**src/rtl/pwm_pkg.sv**
```systemverilog
// Shared widths, dead-time FSM states and the command-to-duty scaling used by
// the PWM dead-time driver.
package pwm_pkg;

  localparam int PWM_DATA_WIDTH = 16;
  localparam int PWM_CNT_WIDTH  = 12;
  localparam int PWM_DT_WIDTH   = 8;

  typedef enum logic [1:0] {
    DT_OFF  = 2'd0,
    DT_WAIT = 2'd1,
    DT_HIGH = 2'd2,
    DT_LOW  = 2'd3
  } dt_state_e;

  // Offset-binary conversion maps -2^(N-1)..2^(N-1)-1 onto 0..2^N-1, so the
  // product shifted down by N lands in 0..period-1.
  function automatic logic [PWM_CNT_WIDTH-1:0] duty_scale(
    input logic signed [PWM_DATA_WIDTH-1:0] cmd,
    input logic        [PWM_CNT_WIDTH-1:0]  period
  );
    logic [PWM_DATA_WIDTH-1:0]               offs;
    logic [PWM_DATA_WIDTH+PWM_CNT_WIDTH-1:0] prod;
    offs = {~cmd[PWM_DATA_WIDTH-1], cmd[PWM_DATA_WIDTH-2:0]};
    prod = {{PWM_CNT_WIDTH{1'b0}}, offs} * {{PWM_DATA_WIDTH{1'b0}}, period};
    return prod[PWM_DATA_WIDTH +: PWM_CNT_WIDTH];
  endfunction

endpackage

```
**src/rtl/pwm_deadtime_driver_if.sv**
```systemverilog
// Command, configuration, fault and gate-drive signals of the PWM driver.
interface pwm_deadtime_driver_if
  import pwm_pkg::*;
#(
  parameter int DATA_WIDTH = PWM_DATA_WIDTH,
  parameter int CNT_WIDTH  = PWM_CNT_WIDTH,
  parameter int DT_WIDTH   = PWM_DT_WIDTH
);
  logic signed [DATA_WIDTH-1:0] cmd;
  logic                         cmd_valid;
  logic        [CNT_WIDTH-1:0]  period;
  logic        [DT_WIDTH-1:0]   deadtime;
  logic                         fault_in;
  logic                         fault_clr;
  logic                         pwm_h;
  logic                         pwm_l;
  logic                         sample_tick;
  logic                         fault_active;
  logic        [CNT_WIDTH-1:0]  duty_active;

  modport master (
    output cmd, cmd_valid, period, deadtime, fault_in, fault_clr,
    input  pwm_h, pwm_l, sample_tick, fault_active, duty_active
  );

  modport slave (
    input  cmd, cmd_valid, period, deadtime, fault_in, fault_clr,
    output pwm_h, pwm_l, sample_tick, fault_active, duty_active
  );
endinterface

```
**src/rtl/pwm_deadtime_gen.sv**
```systemverilog
// Dead-time generator: turns the raw PWM level into a non-overlapping
// complementary gate pair with registered outputs.
module pwm_deadtime_gen
  import pwm_pkg::*;
#(
  parameter int DT_WIDTH = PWM_DT_WIDTH
) (
  input  logic                clk,
  input  logic                rst_n,
  input  logic                i_raw,
  input  logic [DT_WIDTH-1:0] i_deadtime,
  input  logic                i_force_off,
  output logic                o_pwm_h,
  output logic                o_pwm_l
);

  dt_state_e           r_state, w_state_nxt, w_target;
  logic [DT_WIDTH-1:0] r_dt_cnt, w_dt_cnt_nxt;
  logic                r_raw_prev;
  logic                w_load;

  always_comb begin
    w_state_nxt  = r_state;
    w_dt_cnt_nxt = r_dt_cnt;
    w_load       = 1'b0;
    w_target     = i_raw ? DT_HIGH : DT_LOW;
    if (i_force_off) begin
      w_state_nxt = DT_OFF;
    end else begin
      unique case (r_state)
        DT_OFF:  w_load = 1'b1;
        // A raw toggle while waiting restarts the dead-time, filtering short pulses
        DT_WAIT: begin
          if (i_raw != r_raw_prev)            w_load = 1'b1;
          else if (r_dt_cnt <= DT_WIDTH'(1))  w_state_nxt = w_target;
          else                                w_dt_cnt_nxt = r_dt_cnt - 1'b1;
        end
        DT_HIGH: w_load = !i_raw;
        DT_LOW:  w_load = i_raw;
        default: w_state_nxt = DT_OFF;
      endcase
      if (w_load) begin
        if (i_deadtime == '0) begin
          w_state_nxt = w_target;
        end else begin
          w_state_nxt  = DT_WAIT;
          w_dt_cnt_nxt = i_deadtime;
        end
      end
    end
  end

  always_ff @(posedge clk or negedge rst_n) begin
    if (!rst_n) begin
      r_state    <= DT_OFF;
      r_dt_cnt   <= '0;
      r_raw_prev <= 1'b0;
      o_pwm_h    <= 1'b0;
      o_pwm_l    <= 1'b0;
    end else begin
      r_state    <= w_state_nxt;
      r_dt_cnt   <= w_dt_cnt_nxt;
      r_raw_prev <= i_raw;
      o_pwm_h    <= (w_state_nxt == DT_HIGH);
      o_pwm_l    <= (w_state_nxt == DT_LOW);
    end
  end

endmodule

```
**src/rtl/pwm_deadtime_driver.sv**
```systemverilog
// Edge-aligned PWM with shadowed duty/period, latching fault shutdown and a
// per-period sample tick that paces the upstream PID loop.
module pwm_deadtime_driver
  import pwm_pkg::*;
#(
  parameter int DATA_WIDTH = PWM_DATA_WIDTH,
  parameter int CNT_WIDTH  = PWM_CNT_WIDTH,
  parameter int DT_WIDTH   = PWM_DT_WIDTH
) (
  input logic                   clk,
  input logic                   rst_n,
  pwm_deadtime_driver_if.slave  bus
);

  logic        [CNT_WIDTH-1:0]  r_cnt, r_period_act, r_duty_act;
  logic signed [DATA_WIDTH-1:0] r_cmd_pend, r_cmd_last;
  logic                         r_pend, r_fault, r_raw;
  logic                         w_boundary, w_fault_clr, w_force_off;
  logic signed [DATA_WIDTH-1:0] w_cmd_apply;
  logic        [CNT_WIDTH-1:0]  w_duty_next;

  // A zero period is always a boundary so a new nonzero period starts at once
  assign w_boundary  = (r_period_act == '0) || (r_cnt == r_period_act - 1'b1);
  assign w_fault_clr = bus.fault_clr && !bus.fault_in && r_fault;
  assign w_cmd_apply = r_pend ? r_cmd_pend : r_cmd_last;
  assign w_duty_next = duty_scale(w_cmd_apply, bus.period);
  assign w_force_off = bus.fault_in || r_fault || (r_period_act == '0);

  always_ff @(posedge clk or negedge rst_n) begin
    if (!rst_n) begin
      r_cnt        <= '0;
      r_period_act <= '0;
      r_duty_act   <= '0;
      r_cmd_pend   <= '0;
      // Most-negative command scales to zero duty, matching the reset duty
      r_cmd_last   <= {1'b1, {(DATA_WIDTH-1){1'b0}}};
      r_pend       <= 1'b0;
      r_fault      <= 1'b0;
      r_raw        <= 1'b0;
    end else begin
      if (bus.fault_in)       r_fault <= 1'b1;
      else if (bus.fault_clr) r_fault <= 1'b0;

      if (w_fault_clr) begin
        r_cnt <= '0;
      end else if (w_boundary) begin
        r_cnt        <= '0;
        r_period_act <= bus.period;
        r_duty_act   <= w_duty_next;
        r_cmd_last   <= w_cmd_apply;
        r_pend       <= 1'b0;
      end else begin
        r_cnt <= r_cnt + 1'b1;
      end

      if (bus.cmd_valid) begin
        r_cmd_pend <= bus.cmd;
        r_pend     <= 1'b1;
      end

      r_raw <= (r_cnt < r_duty_act) && (r_period_act != '0) && !r_fault;
    end
  end

  assign bus.sample_tick  = (r_cnt == '0) && (r_period_act != '0) && !r_fault;
  assign bus.fault_active = r_fault;
  assign bus.duty_active  = r_duty_act;

  pwm_deadtime_gen #(
    .DT_WIDTH (DT_WIDTH)
  ) u_dt (
    .clk         (clk),
    .rst_n       (rst_n),
    .i_raw       (r_raw),
    .i_deadtime  (bus.deadtime),
    .i_force_off (w_force_off),
    .o_pwm_h     (bus.pwm_h),
    .o_pwm_l     (bus.pwm_l)
  );

endmodule

```
**src/flat_wrapper.sv**
```systemverilog
// flat-port wrapper written by rule: the top's interface ports become plain ports
module pwm_deadtime_driver_flat import pwm_pkg::*;
#(
  parameter int DATA_WIDTH = PWM_DATA_WIDTH,
  parameter int CNT_WIDTH  = PWM_CNT_WIDTH,
  parameter int DT_WIDTH   = PWM_DT_WIDTH
)
  (clk, rst_n, bus_cmd, bus_cmd_valid, bus_period, bus_deadtime, bus_fault_in, bus_fault_clr, bus_pwm_h, bus_pwm_l, bus_sample_tick, bus_fault_active, bus_duty_active);
  pwm_deadtime_driver_if #(.DATA_WIDTH(DATA_WIDTH), .CNT_WIDTH(CNT_WIDTH), .DT_WIDTH(DT_WIDTH)) bus_i ();
  input logic clk;
  input logic rst_n;
  input wire logic [$bits(bus_i.cmd)-1:0] bus_cmd;
  input wire logic [$bits(bus_i.cmd_valid)-1:0] bus_cmd_valid;
  input wire logic [$bits(bus_i.period)-1:0] bus_period;
  input wire logic [$bits(bus_i.deadtime)-1:0] bus_deadtime;
  input wire logic [$bits(bus_i.fault_in)-1:0] bus_fault_in;
  input wire logic [$bits(bus_i.fault_clr)-1:0] bus_fault_clr;
  output wire logic [$bits(bus_i.pwm_h)-1:0] bus_pwm_h;
  output wire logic [$bits(bus_i.pwm_l)-1:0] bus_pwm_l;
  output wire logic [$bits(bus_i.sample_tick)-1:0] bus_sample_tick;
  output wire logic [$bits(bus_i.fault_active)-1:0] bus_fault_active;
  output wire logic [$bits(bus_i.duty_active)-1:0] bus_duty_active;
  assign bus_i.cmd = bus_cmd;
  assign bus_i.cmd_valid = bus_cmd_valid;
  assign bus_i.period = bus_period;
  assign bus_i.deadtime = bus_deadtime;
  assign bus_i.fault_in = bus_fault_in;
  assign bus_i.fault_clr = bus_fault_clr;
  assign bus_pwm_h = bus_i.pwm_h;
  assign bus_pwm_l = bus_i.pwm_l;
  assign bus_sample_tick = bus_i.sample_tick;
  assign bus_fault_active = bus_i.fault_active;
  assign bus_duty_active = bus_i.duty_active;
  pwm_deadtime_driver #(.DATA_WIDTH(DATA_WIDTH), .CNT_WIDTH(CNT_WIDTH), .DT_WIDTH(DT_WIDTH)) u_core (.clk(clk), .rst_n(rst_n), .bus(bus_i));
endmodule
```
**config.mk**
```make
export PLATFORM = sky130hd
export DESIGN_NAME = pwm_deadtime_driver_flat
export DESIGN_NICKNAME = d
export VERILOG_FILES = /design/src/rtl/pwm_pkg.sv /design/src/rtl/pwm_deadtime_driver_if.sv /design/src/rtl/pwm_deadtime_gen.sv /design/src/rtl/pwm_deadtime_driver.sv /design/src/flat_wrapper.sv
export SDC_FILE = /design/constraint.sdc
export NUM_CORES = 1
export LEC_CHECK = 0
export BUFFER_PORTS_ARGS = -buffer_cell sky130_fd_sc_hd__buf_2
export CORE_ASPECT_RATIO = 1.4
export CORE_UTILIZATION = 45
export CTS_BUF_LIST = sky130_fd_sc_hd__clkbuf_4 sky130_fd_sc_hd__clkbuf_8
export DETAILED_ROUTE_END_ITERATION = 7
export GPL_ROUTABILITY_DRIVEN = 0
export PLACE_DENSITY = 0.62
export SKIP_CTS_REPAIR_TIMING = 1
export SYNTH_ARGS = -nofsm -noshare
export SYNTH_HDL_FRONTEND = slang
export SYNTH_HIERARCHICAL = 1
export SYNTH_SLANG_ARGS = --single-unit
```
**constraint.sdc**
```tcl
create_clock -name clk -period 7.3 [get_ports clk]
set_input_delay 0.365 -clock clk [delete_from_list [all_inputs] [get_ports clk]]
set_output_delay 0.365 -clock clk [all_outputs]
set_load 0.02 [all_outputs]
```
==> parameters.txt, run 1 <==
Parameter                              Value

Status
  Result of the run    complete, no violations

Synthesis
  Simple-gate area share of the yosys netlist    16.8%
  Dominant combinational cell family by area after synthesis    adder cells
  EDFF count, synth    0
  Flip-flop and latch count after synthesis    84
  Dominant cell type by area after synthesis    fa_1
  Compound-cell area share of the yosys netlist    around 7.7%
  Area share of the largest cell type after synthesis    around a quarter
  XOR/XNOR Fraction of Synth Area    under 10%
  Leading post-synthesis cells by cell area    fa_1, dfrtp_1, ha_1
  Number of nets in the synthesized netlist    1,388
  Top_reg_cell synth    dfrtp_1
  Post-Synthesis Cell Area    approximately 11,000 um^2
  Mean area per synthesized cell    9.32 um^2
  Adder-cell area share of the yosys netlist    35.7%
  Number of distinct standard cells referenced by the synthesized netlist    between 70 and 80
  Syn Inst Count    roughly 1,100
  Sequential area share after synthesis    20.0%
  Fraction of synthesized area in multiplexers    about 7.7%
  Share of synthesized flip-flops with an asynchronous set or reset    100%
  Synth Warn #    6

Timing
  Setup-violating endpoint count in the final report    0
  Period Utilization, post-route    roughly nine tenths
  Final hold violation count    0
  Clock period minus final worst setup slack    roughly 6.5 ns
  Skew final    roughly 0.008 ns
  Hold slack    just over 0.2 ns
  Unrepaired setup endpoints after global routing    false
  Measured slew at the worst slew-check pin    roughly 0.72 ns
  Setup total negative slack    0 ns
  Max-slew violation count    0
  Worst slew margin relative to its limit    51.7%
  Max Clk Rate    ~0.16 GHz

Detailed routing
  Aggregate routed wire length    between 20 and 30 mm
  Average wire per standard cell    about 18 um
  Drc violations    0
  Initial DRC count    about 400
  Vias per inst    roughly 5.4
  DRT antenna net count    0
  Drt first pass iters    5
  Number of vias in the routed layout    between 7,000 and 8,000

Floorplanning
  Starting density of the core    a little under half
  Overall die area    24,000 um^2
  Die X-Extent    ~130 um
  Std cell rows    65
  Die Span Y    183 um
  Floorplan core area    22,800 um^2
  I/O Pins    57

Clocking
  Clock tree from TritonCTS    built
  Clk_lat worst skew    around 0.37 ns
  Buffer cell driving the clock tree root    clkbuf_8
  Number of buffers created by CTS    9
  Worst-case clock buffer depth    2
  Level count of the clock H-tree    3
  Number of sinks driven by the clock tree    84
  Clock-pin slew reported for the worst setup and hold paths after clock tree synthesis    ~0.090 ns

Placement
  Hpwl dp    between 20 and 25 mm
  Port bufs    56
  Placement-stage cell area    between 10,000 and 15,000 um^2

Pwr
  Part of the power in registers    a little under an eighth
  Clock network power share    ~6.7%
  Total power per unit cell area    ~460 nW/um^2
  Net Sw Power    around 2.8 mW
  Portion of total power attributed to combinational logic    around four fifths
  Static power due to leakage    around 5.6 nW
  Switching portion of total power    55.3%
  Internal Dissipation    between 2 and 2.5 mW
  Worst-case vdd ir drop    between 0.0003 and 0.0004 V

Cells and area
  Number of nets in the layout    1,410
  Number of antenna cells inserted    0
  Most common cell after layout, fill and taps aside    inv_1
  Layout overhead on the synthesized area    6.43%
  Commonest cells after routing, fill and taps aside    inv_1, nand2_1, fa_1, dfrtp_1, ha_1
  Proportion of layout cells with a drive suffix above 1    a little over an eighth
  Design Area, Final    11,200 um^2

Worst setup path
  Cell repeated most along the worst path    fa_1
  Cell-by-cell trace of the critical path    mux2_2, and2_1, fa_1, inv_1, fa_1, inv_1, fa_1, fa_1, inv_1, fa_1, inv_1, ha_1, nand2_1, o22ai_1, nor3_1, nand3_1, a21oi_1, xor2_1, mux2i_1
  Highest-delay cell along the critical path    dfrtp_1
  Peak fanout along the critical path    19
  Type of destination of the critical path    flip-flop
  Kind of launch point of the worst setup path    flip-flop
  Worst stage delay on the critical path    around 0.8 ns
  Arrival time reported for the critical path endpoint    between 6 and 7 ns
  Critical path type    flip-flop to flip-flop
  Worst endpoint required time    around 7.5 ns

Flow run
  Max cap viols    0

Global routing
  Vias in the first global route    roughly 8,400
  Global-route wire length before repair    43.3 mm
  Number of antenna violations at the first check in global routing    0
  Pin count of the biggest net entering global routing    55
  GRT Residual Overflow    0
  Total GRT Usage    between 20% and 30%

Worst hold path
  Type of the worst min-delay path    input pin to flip-flop
-- routing by layer --
layer | global-route usage, % | share of wire, % | vias up
li1 | - | - | 3653
met1 | 27.7 | 41 | 3949
met2 | 41.3 | 52 | 181
met3 | 2.40 | 3.3 | 57
met4 | 11.2 | 4.2 | 0
met5 | 0 | 0 | -
-- cell families after synthesis --
kind of cell,after synthesis
AOI/OAI and AO/OA,119
xor gates and xnor gates,39
adders and majority gates,217
buffers and inverters,242
DFF,84
muxes,74
and+or+nand+nor,355
-- cell usage after synthesis (2+ instances only) --
master     count
a2111oi_0      3
a21o_1         8
a21oi_1       35
a221o_1        2
a22o_1         3
a311o_1        2
a31oi_1        5
a32oi_1        2
and2_1        68
and3_1         7
and4_1         2
buf_1          4
buf_2          4
buf_6          3
clkbuf_1      38
dfrtp_1       83
fa_1         139
ha_1          78
inv_1        192
mux2_2        59
mux2i_1       14
nand2_1      162
nand2b_1       3
nand3_1       20
nand3b_1       3
nand4_1       10
nor2_1        39
nor2b_1        2
nor3_1        14
nor3b_1        3
nor4_1         6
nor4_4         2
o211ai_1       5
o21a_1         6
o21ai_0       19
o22ai_1        5
o2bb2ai_1      2
o31ai_1        3
or4_1          2
or4_4          2
xnor2_1       21
xor2_1        18
-- sequential cells by signal (all words and copies together), names as in the netlist --
register                 cells
u_core/r_period_act         12
u_core/u_dt/r_state          2
u_core/r_raw                 1
u_core/u_dt/o_pwm_h          1
u_core/r_cmd_last           16
u_core/bus.duty_active      12
u_core/u_dt/o_pwm_l          1
u_core/u_dt/r_raw_prev       1
u_core/bus.fault_active      1
u_core/r_pend                1
u_core/r_cmd_pend           16
u_core/u_dt/r_dt_cnt         8
u_core/r_cnt                12
-- final timing paths --
path / from / end / slack, ns / depth (start not counted)
min: bus_fault_in / u_core/bus.fault_active$_DFFE_PN0P_ / 0.20 / 2
max: u_core/r_pend$_DFFE_PN0P_ / u_core/bus.duty_active[7]$_DFFE_PN0P_ / 0.85 / 19
min in group asynchronous: rst_n / u_core/r_cmd_last[8]$_DFFE_PN0P_ / 0.45 / 2
max reg2reg: u_core/r_pend$_DFFE_PN0P_ / u_core/bus.duty_active[7]$_DFFE_PN0P_ / 0.85 / 19
min reg2reg: u_core/r_cmd_last[15]$_DFFE_PN1P_ / u_core/r_cmd_last[15]$_DFFE_PN1P_ / 0.47 / 2
max in group asynchronous: rst_n / u_core/r_cnt[0]$_DFF_PN0_ / 5.80 / 3
-- critical path, delay by kind of cell (launching register included) --
kind                       cells  cell delay [ns]
adders and majority gates      6             2.93
and+or+nand+nor                4             1.06
DFF                            1             0.82
muxes                          2             0.64
AOI/OAI and AO/OA              2             0.43
buffers and inverters          4             0.21
xor gates and xnor gates       1             0.21
-- cell type report --
| class | instances | area [um^2] |
|---|---|---|
| fillers | 2185 | 11600 |
| inverters | 192 | 721 |
| multi-input cells | 804 | 7490 |
| repair buffers | 61 | 323 |
| clock inverters | 6 | 65.1 |
| flip-flops and latches | 84 | 2100 |
| clock buffers | 10 | 131 |
| well taps | 301 | 377 |
-- power groups by stage --
stage	clock network [mW]	registers, mW	logic [mW]
after floorplan	0	0.580	3.11
after global placement	0	0.592	4.18
after detailed placement	0	0.593	4.20
after CTS	0.355	0.584	4.23
after global routing	0.369	0.592	4.77
final	0.341	0.584	4.19
-- stage by stage --
stage / util (%) / power, mW / worst slack (ns) / cells
after detailed placement: 48.3 / 4.79 / 0.936 / 1441
after global routing: 49.2 / 5.73 / 0.558 / 1458
after CTS: 49.2 / 5.17 / 0.898 / 1457
final: 49.2 / 5.11 / 0.849 / 1458
after global placement: 48.3 / 4.77 / 0.939 / 1441
after floorplan: - / 3.69 / 1.41 / 1130
No activity file was read; power rests on OpenSTA's default activity.
==> inputs of run 2 (changes only) <==
==> constraint.sdc (replaced) <==
create_clock -name clk -period 7.3 [get_ports clk]
set_input_delay 0.73 -clock clk [delete_from_list [all_inputs] [get_ports clk]]
set_output_delay 0.73 -clock clk [all_outputs]
set_load 0.02 [all_outputs]
==> parameters.txt, run 2 (synthesis gave the netlist of run 1 again) <==
Parameter                              Value

Global routing
  Met1 global-route usage    27.7% (unchanged)
  Global-route wire length before repair    43.3 mm (unchanged)
  Met3 track demand over resource    2.40% (unchanged)
  GRT Residual Overflow    0 (unchanged)
  GRT met2 Usage    41.3% (unchanged)
  Vias in the first global route    8,354 (unchanged)
  Pin count of the biggest net entering global routing    55 (unchanged)
  Number of antenna violations at the first check in global routing    0 (unchanged)
  Total GRT Usage    23.1% (unchanged)
  Layer with the highest usage after global routing    met2 (unchanged)

Clocking
  Number of buffers created by CTS    9 (unchanged)
  Clock-pin slew reported for the worst setup and hold paths after clock tree synthesis    0.09 ns (about the same)
  Clock tree from TritonCTS    built (unchanged)
  Buffer cell driving the clock tree root    clkbuf_8 (unchanged)
  Clk_lat worst skew    0.37 ns (about the same)
  Level count of the clock H-tree    3 (unchanged)
  Number of sinks driven by the clock tree    84 (unchanged)
  Worst-case clock buffer depth    2 (unchanged)

Floorplanning
  Floorplan core area    22,800 um^2 (unchanged)
  Std cell rows    65 (unchanged)
  I/O Pins    57 (unchanged)
  Starting density of the core    46.2% (unchanged)
  Die Span Y    183 um (unchanged)
  Overall die area    24,000 um^2 (unchanged)
  Die X-Extent    131 um (unchanged)

Detailed routing
  Drc violations    0 (unchanged)
  Vias per inst    5.40 (was 5.38)
  Number of vias in the routed layout    7,869 (was 7,840)
  Drt first pass iters    7 (was 5)
  Aggregate routed wire length    25.9 mm (about the same)
  Initial DRC count    399 (was 395)
  DRT antenna net count    0 (unchanged)
  Average wire per standard cell    17.7 um (about the same)

Timing
  Measured slew at the worst slew-check pin    0.721 ns (was 0.725 ns)
  Final worst setup slack    0.848 ns (was 0.849 ns)
  Unrepaired setup endpoints after global routing    false (unchanged)
  Setup-violating endpoint count in the final report    0 (unchanged)
  Worst slew margin relative to its limit    51.9% (was 51.7%)
  Final hold violation count    0 (unchanged)
  Max-slew violation count    0 (unchanged)
  Setup total negative slack    0 ns (unchanged)
  Skew final    0.00789 ns (was 0.00809 ns)
  Period Utilization, post-route    88.4% (about the same)
  Clock period minus final worst setup slack    6.45 ns (about the same)
  Max Clk Rate    0.155 GHz (about the same)

Worst setup path
  Kind of launch point of the worst setup path    flip-flop (unchanged)
  Critical Path Source    u_core/r_pend$_DFFE_PN0P_ (unchanged)
  Launch instance of the worst register-to-register path    u_core/r_pend$_DFFE_PN0P_ (unchanged)
  Cell repeated most along the worst path    fa_1 (unchanged)
  Arrival time reported for the critical path endpoint    6.69 ns (about the same)
  Peak fanout along the critical path    19 (unchanged)
  Worst stage delay on the critical path    0.82 ns (about the same)
  FF-to-FF path depth    19 (unchanged)
  Critical path type    flip-flop to flip-flop (unchanged)
  Worst endpoint required time    7.54 ns (about the same)
  Cell-by-cell trace of the critical path    mux2_2, and2_1, fa_1, inv_1, fa_1, inv_1, fa_1, fa_1, inv_1, fa_1, inv_1, ha_1, nand2_1, o22ai_1, nor3_1, nand3_1, a21oi_1, xor2_1, mux2i_1 (unchanged)
  Critical register-to-register path endpoint    u_core/bus.duty_active[7]$_DFFE_PN0P_ (unchanged)
  Highest-delay cell along the critical path    dfrtp_1 (unchanged)
  Type of destination of the critical path    flip-flop (unchanged)
  Worst setup slack for register-to-register paths    0.85 ns (about the same)

Status
  Result of the run    complete, no violations (unchanged)

Cells and area
  Proportion of layout cells with a drive suffix above 1    13.1% (about the same)
  Final Util    49.2% (about the same)
  Number of antenna cells inserted    0 (unchanged)
  Commonest cells after routing, fill and taps aside    inv_1, nand2_1, fa_1, dfrtp_1, ha_1 (unchanged)
  Layout overhead on the synthesized area    6.33% (was 6.43%)
  Most common cell after layout, fill and taps aside    inv_1 (unchanged)
  Number of nets in the layout    1,409 (was 1,410)
  Largest registers ranked by flip-flop count    u_core/r_cmd_last x16, u_core/r_cmd_pend x16 (unchanged)
  Design Area, Final    11,200 um^2 (about the same)

Placement
  Hpwl dp    20.4 mm (unchanged)
  Placement-stage cell area    11,000 um^2 (unchanged)
  Worst slack at placement    0.936 ns (unchanged)
  Port bufs    56 (unchanged)

Pwr
  Static power due to leakage    5.55 nW (about the same)
  Worst-case vdd ir drop    0.000395 V (about the same)
  Total power per unit cell area    457 nW/um^2 (was 456 nW/um^2)

Worst hold path
  Type of the worst min-delay path    input pin to async pin (was input pin to flip-flop)

Flow run
  Max cap viols    0 (unchanged)
## run 2: changes by cell type in the layout (fill, tap and decap cells not counted)
cell and change:
dlygate4sd3_1 -1
## run 2: critical path, delay by kind of cell, from the launching register on
family                   cells  cell delay [ns]
buffers and inverters        4             0.21
AND/OR/NAND/NOR              4             1.07
AO/OA/AOI/OAI                2             0.43
XOR/XNOR                     1             0.21
adder cells (fa/ha/maj)      6             2.92
flip-flops                   1             0.82
multiplexers                 2             0.64
## run 2: worst max-delay path by stage
| stage | depth (start not counted) | end |
|---|---|---|
| after global routing | 19 | u_core/bus.duty_active[7]$_DFFE_PN0P_ |
| after floorplan | 20 | u_core/bus.duty_active[5]$_DFFE_PN0P_ |
| after CTS | 19 | u_core/bus.duty_active[7]$_DFFE_PN0P_ |
| after global placement | 19 | u_core/bus.duty_active[7]$_DFFE_PN0P_ |
| final | 19 | u_core/bus.duty_active[7]$_DFFE_PN0P_ |
| after detailed placement | 19 | u_core/bus.duty_active[7]$_DFFE_PN0P_ |
## run 2: stage by stage
stage	power, mW	cells	hold WS (ns)
floorplan	3.69	1130	0.434
global placement	4.77	1441	0.452
detailed placement	4.79	1441	0.460
CTS	5.17	1457	0.273
global route	5.73	1457	0.301
finish	5.11	1457	0.276
## run 2: cell type report
class,count,area (um^2)
clock buffer,10,131
clock inverter,6,65.1
fill,2188,11600
inverter,192,721
multi-input combinational,804,7490
sequential,84,2100
tap,301,377
timing repair buffer,60,313
## run 2: where the power goes
| group | switching [mW] | leakage (nW) | internal (mW) |
|---|---|---|---|
| Clock | 0.179 | 0.0996 | 0.162 |
| Combinational | 2.58 | 4.37 | 1.60 |
| Sequential | 0.0664 | 1.07 | 0.518 |
| Total | 2.83 | 5.55 | 2.28 |
## run 2: metal layers
metal | share of wire, % | vias up
li1 | - | 3656
met1 | 40 | 3945
met2 | 52 | 208
met3 | 3.7 | 60
met4 | 4.2 | 0
met5 | 0 | -
